`config.mk`:
```
export PLATFORM = sky130hd
export DESIGN_NAME = io_input_conditioner
export DESIGN_NICKNAME = d
export VERILOG_FILES = /design/src/rtl/io_cond_pkg.sv /design/src/rtl/debounce_bit.sv /design/src/rtl/io_input_conditioner.sv
export SDC_FILE = /design/constraint.sdc
export NUM_CORES = 1
export LEC_CHECK = 0
export ABC_AREA = 1
export BUFFER_PORTS_ARGS = -buffer_cell sky130_fd_sc_hd__buf_2
export CAP_MARGIN = 30
export CELL_PAD_IN_SITES_DETAIL_PLACEMENT = 1
export CELL_PAD_IN_SITES_GLOBAL_PLACEMENT = 1
export CORE_ASPECT_RATIO = 2
export CORE_MARGIN = 1.5
export CORE_UTILIZATION = 30
export DETAILED_ROUTE_END_ITERATION = 16
export GPL_ROUTABILITY_DRIVEN = 0
export MAX_ROUTING_LAYER = met4
export PLACE_DENSITY = 0.62
export SYNTH_ARGS = -nofsm -noshare
export SYNTH_HDL_FRONTEND = slang
export SYNTH_SLANG_ARGS = --single-unit
```
`constraint.sdc`:
```
create_clock -name clk_i -period 1.84 [get_ports clk_i]
set_input_delay 0 -clock clk_i [delete_from_list [all_inputs] [get_ports clk_i]]
set_output_delay 0 -clock clk_i [all_outputs]
set_load 0.02 [all_outputs]
```
`src/rtl/io_cond_pkg.sv`:
```
// -----------------------------------------------------------------------------
// io_cond_pkg
// Shared constants and helpers for the input conditioning stage.
//   NUM_SW_DEF / NUM_BTN_DEF : default board pin counts
//   DEBOUNCE_50MHZ_20MS      : 20 ms settle time at a 50 MHz core clock
//   cnt_width(n)             : bits needed to hold a debounce count up to n
// -----------------------------------------------------------------------------
package io_cond_pkg;

    localparam int NUM_SW_DEF          = 9;
    localparam int NUM_BTN_DEF         = 4;
    localparam int DEBOUNCE_50MHZ_20MS = 1_000_000;

    function automatic int cnt_width(input int n);
        int w;
        w = $clog2(n + 1);
        return (w < 1) ? 1 : w;
    endfunction

endpackage

```
`src/rtl/debounce_bit.sv`:
```
// -----------------------------------------------------------------------------
// debounce_bit
// One input bit: 2-FF synchronizer, debounce counter and stable level.
// Ports:
//   clk_i   : core clock, rising edge
//   rst_ni  : asynchronous active-low reset
//   async_i : raw pin, asynchronous to clk_i
//   stb_o   : debounced level (after optional inversion), active-high
// Parameters:
//   DEBOUNCE_CYCLES : consecutive differing cycles needed to accept a level
//   SYNC_RST_VAL    : synchronizer reset value (idle pin level)
//   INVERT          : invert the synchronized value before debouncing
// -----------------------------------------------------------------------------
module debounce_bit
    import io_cond_pkg::*;
#(
    parameter int   DEBOUNCE_CYCLES = DEBOUNCE_50MHZ_20MS,
    parameter logic SYNC_RST_VAL    = 1'b0,
    parameter logic INVERT          = 1'b0
) (
    input  logic clk_i,
    input  logic rst_ni,
    input  logic async_i,
    output logic stb_o
);

    localparam int              CW   = cnt_width(DEBOUNCE_CYCLES);
    localparam logic [CW-1:0]   TERM = CW'(DEBOUNCE_CYCLES - 1);

    logic          r_sync1;
    logic          r_sync2;
    logic [CW-1:0] r_cnt;
    logic          r_stb;
    logic          w_sync;

    // Polarity is applied after the synchronizer so the sync FFs keep the
    // raw idle pin level as their reset value.
    assign w_sync = r_sync2 ^ INVERT;

    always_ff @(posedge clk_i or negedge rst_ni) begin
        if (!rst_ni) begin
            r_sync1 <= SYNC_RST_VAL;
            r_sync2 <= SYNC_RST_VAL;
            r_cnt   <= '0;
            r_stb   <= 1'b0;
        end else begin
            r_sync1 <= async_i;
            r_sync2 <= r_sync1;
            if (w_sync == r_stb) begin
                // Any return to the accepted level discards the partial count.
                r_cnt <= '0;
            end else if (r_cnt == TERM) begin
                r_stb <= w_sync;
                r_cnt <= '0;
            end else begin
                r_cnt <= r_cnt + 1'b1;
            end
        end
    end

    assign stb_o = r_stb;

endmodule

```
`src/rtl/io_input_conditioner.sv`:
```
// -----------------------------------------------------------------------------
// io_input_conditioner
// Synchronizes and debounces slide switches and push buttons for the core.
// Ports:
//   clk_i         : core clock, rising edge
//   rst_ni        : asynchronous active-low reset
//   sw_async_i    : raw switch pins, active-high
//   btn_async_i   : raw KEY pins, active-low (0 = pressed)
//   btn_evt_clr_i : clears the matching sticky press flag
//   sw_o          : debounced switch levels
//   btn_o         : debounced button levels, active-high
//   btn_press_o   : one-cycle pulse on each debounced press
//   btn_evt_o     : sticky "pressed since last clear" flags
// All outputs are registered.
// -----------------------------------------------------------------------------
module io_input_conditioner
    import io_cond_pkg::*;
#(
    parameter int DEBOUNCE_CYCLES = DEBOUNCE_50MHZ_20MS,
    parameter int NUM_SW          = NUM_SW_DEF,
    parameter int NUM_BTN         = NUM_BTN_DEF
) (
    input  logic               clk_i,
    input  logic               rst_ni,
    input  logic [NUM_SW-1:0]  sw_async_i,
    input  logic [NUM_BTN-1:0] btn_async_i,
    input  logic [NUM_BTN-1:0] btn_evt_clr_i,
    output logic [NUM_SW-1:0]  sw_o,
    output logic [NUM_BTN-1:0] btn_o,
    output logic [NUM_BTN-1:0] btn_press_o,
    output logic [NUM_BTN-1:0] btn_evt_o
);

    logic [NUM_SW-1:0]  w_sw_stb;
    logic [NUM_BTN-1:0] w_btn_stb;

    logic [NUM_SW-1:0]  r_sw;
    logic [NUM_BTN-1:0] r_btn;
    logic [NUM_BTN-1:0] r_press;
    logic [NUM_BTN-1:0] r_evt;

    for (genvar i = 0; i < NUM_SW; i++) begin : g_sw
        debounce_bit #(
            .DEBOUNCE_CYCLES (DEBOUNCE_CYCLES),
            .SYNC_RST_VAL    (1'b0),
            .INVERT          (1'b0)
        ) u_db (
            .clk_i   (clk_i),
            .rst_ni  (rst_ni),
            .async_i (sw_async_i[i]),
            .stb_o   (w_sw_stb[i])
        );
    end

    // KEY pins idle high; inverted after the synchronizer so the stable level
    // and everything downstream is active-high.
    for (genvar i = 0; i < NUM_BTN; i++) begin : g_btn
        debounce_bit #(
            .DEBOUNCE_CYCLES (DEBOUNCE_CYCLES),
            .SYNC_RST_VAL    (1'b1),
            .INVERT          (1'b1)
        ) u_db (
            .clk_i   (clk_i),
            .rst_ni  (rst_ni),
            .async_i (btn_async_i[i]),
            .stb_o   (w_btn_stb[i])
        );
    end

    always_ff @(posedge clk_i or negedge rst_ni) begin
        if (!rst_ni) begin
            r_sw    <= '0;
            r_btn   <= '0;
            r_press <= '0;
            r_evt   <= '0;
        end else begin
            r_sw    <= w_sw_stb;
            r_btn   <= w_btn_stb;
            // r_btn is the previous stable level, so the pulse lines up with
            // the edge where btn_o rises.
            r_press <= w_btn_stb & ~r_btn;
            // Set has priority over clear so a press is never lost.
            r_evt   <= (r_evt & ~btn_evt_clr_i) | r_press;
        end
    end

    assign sw_o        = r_sw;
    assign btn_o       = r_btn;
    assign btn_press_o = r_press;
    assign btn_evt_o   = r_evt;

endmodule
```
==> reports/results.ini <==
[critical_path]
path_class=reg2reg
cp.required_ps=2300
rrSetupSlack_ps=290
cp-start-kind=flip-flop
r2r-start=g_sw[1].u_db.r_cnt[0]
setup.worst_path.start=g_sw[1].u_db.r_cnt[0]
crit_arrival_ps=2010
crit_fanout=7
timing.rr.end=g_sw[1].u_db.r_cnt[1]
r2r_cells=8
crit_end=g_sw[1].u_db.r_cnt[1]
endpoint_kind=flip-flop

[pwr]
seqPwrFrac_pct=47.4
intPower_mw=11.9
pwr-share-comb_pct=3.4
power_density_nw_per_um2=798
irDropWorstVdd_mv=0.522
p_sw_share_pct=22.1
p_clk_share_pct=49.2
leakage_nw=8.00
p_sw_mw=3.37
power_mw=15.2

[die]
die_h_um=335
num_io_pins=40
num_rows=121
dieArea_um2=56500
start_util_pct=30.3
core_um2=54400
die_w_um=169

[sta]
relSlewSlack_pct=68.2
finalSetupViolCount=0
skew_ps=16.0
setup_tns_ps=0
clock.fmax_ghz=0.644
drv_slew=0
fin_crit_sh_pct=84.4
period_needed_ps=1550
rsz0062_at_grt=false
worstMarginPinSlew_ps=477
hold_violations=0

[clock_tree]
cts-buffers-inserted=34
cts-root-buf=clkbuf_16
cts_buffer_depth=3
clk_latency_ps=540
htreeDepth=2
clkTransAtPathRegs_ps=60
cts_tree=built
cts_sinks=320
cts_resized=0
hold_buffers=19
cts_setup_buffers=0

[run_status]
status=completed

[place]
postPlaceCellArea_um2=17700
dp_hpwl_um=32400
io_buffers=39
placed_cells=2731

[synth]
synth.largest_area_cell=dfrtp_1
synth_common_cells=nor2_1 (521), nand2_1 (332), dfrtp_1 (312)
synth_fp_nets=2037
synth_top_area_share_pct=47.3
yosysWarnings=0
syn_avg_cell_area_um2=8.22
synthArstFlopShare_pct=100
netlist_area_um2=16500
synth_most_common_cell=nor2_1
synthCells=2005
synth_cell_types=42
ys_ff_latch=320
ys_top_cells_by_area=dfrtp_1 (47%), nor2_1 (12%), nand2_1 (7.6%), nand3_1 (6.0%), xor2_1 (4.6%)
ys.flop_type=dfrtp_1
ys_seq_area_share_pct=48.6
synth-edff-count=0

[route]
drt_iter0_markers=523
postRouteAntennaNets=0
wl_per_cell_um=15.1
drc_errors=0
totalWireLength_um=42400
vias=13324
dr.pass1.iters=5
vias_per_cell=4.74

[final_layout]
nets=2142
n_antenna_cell=0
fill_cells=6467
drive_gt1_share_pct=13.4
area_growth_pct=15.7
fin_cells=2812
final_cell_area_um2=19100

[grt]
grt_busiest_layer=met2
met1_usage_pct=14.8
grt_pass1_vias=14892
grt_max_degree=67
grt_pass1_wl_um=72300
grt_overflow=0
grt_use_met3_pct=1.76
gr-usage-met2_pct=32.8
antenna_found_initial=0
grt.total_usage_pct=16.2

[worst_hold_path]
hold_class=in2reg
hold_depth=2

[job]
cap_violations=0

[cell families (layout without fill, tap and decap cells)]
| logic type | count (synthesis) | in the layout | synth area share (%) |
|---|---|---|---|
| AND/OR/NAND/NOR | 1271 | 1271 | 35.4 |
| buffers and inverters | 190 | 321 | 4.37 |
| flip-flops | 320 | 320 | 48.6 |
| AO/OA/AOI/OAI | 64 | 64 | 2.24 |
| XOR/XNOR | 147 | 147 | 8.38 |
| adder cells (fa/ha/maj) | 13 | 13 | 0.986 |
[metrics by stage]
stage,util (%),setup slack [ps],hold WS [ps]
6_report,35.1,287,94.2
2_1_floorplan,-,522,-296
3_5_place_dp,32.5,275,-71.3
4_1_cts,35.1,252,65.4
5_1_grt,35.1,97.8,89.9
3_3_place_gp,32.5,309,-71.7
[layout by cell type (no fill, tap or decap), drive strengths merged, types with 4 or more instances in the layout]
cell / synthesis / final
nand3: 222 / 222
nand3b: 7 / 7
dfrtp: 312 / 312
clkinv: 1 / 4
dlygate4sd3: 0 / 18
clkbuf: 0 / 50
nand2: 368 / 368
nor3: 26 / 26
buf: 4 / 55
nor3b: 12 / 12
and2: 7 / 7
nor2: 591 / 591
xor2: 92 / 92
dfstp: 8 / 8
clkinvlp: 0 / 4
inv: 185 / 185
o21ai: 23 / 23
nand4: 34 / 34
bufinv: 0 / 5
a21oi: 29 / 29
xnor2: 55 / 55
ha: 13 / 13
o21bai: 11 / 11
[metal layers]
metal	wire length (µm)	up-vias
met3	882	96
met2	25000	156
met5	0	-
li1	-	6535
met1	14800	6537
met4	1640	0
[layout make-up]
type	count	area, µm²	share of cell area, %
sequential	320	8020	42.0
multi-input combinational	1495	7750	40.6
clock buffer	50	1010	5.32
tap	676	846	4.43
inverter	186	701	3.67
timing repair buffer	73	556	2.91
clock inverter	12	195	1.02
[critical path: stages, from the launching register on]
cell and delay [ps]:
dfrtp_1 400, ha_1 220, nand2_1 130, nor2_4 70, nand2_2 90, nor2_4 50
a21oi_2 270, inv_2 140, nor2_1 120
[worst min-delay path by stage]
stage	from	end	slack [ps]
2_1_floorplan	rst_ni	btn_evt_o[0]	-300
3_3_place_gp	rst_ni	btn_evt_o[2]	-70
3_5_place_dp	rst_ni	g_sw[8].u_db.stb_o	-70
4_1_cts	btn_async_i[0]	g_btn[0].u_db.r_sync1	70
5_1_grt	btn_async_i[1]	g_btn[1].u_db.r_sync1	90
6_report	sw_async_i[5]	g_sw[5].u_db.r_sync1	90
[sequential cells by signal (all words and copies together) (netlist names), 9 cells and up]
register / count
g_sw.u_db.r_cnt: 180
g_btn.u_db.r_cnt: 80
g_sw.u_db.r_sync1: 9
g_sw.u_db.r_sync2: 9
g_sw.u_db.stb_o: 9
sw_o: 9
[power groups by stage]
stage / clock (mW) / combinational [mW] / sequential, mW
final: 7.49 / 0.524 / 7.22
after global routing: 8.02 / 0.615 / 7.23
after CTS: 7.82 / 0.555 / 7.22
after detailed placement: 0 / 0.514 / 7.35
after global placement: 0 / 0.498 / 7.34
after floorplan: 0 / 0.232 / 7.33
(Power assumes the default switching activity.)
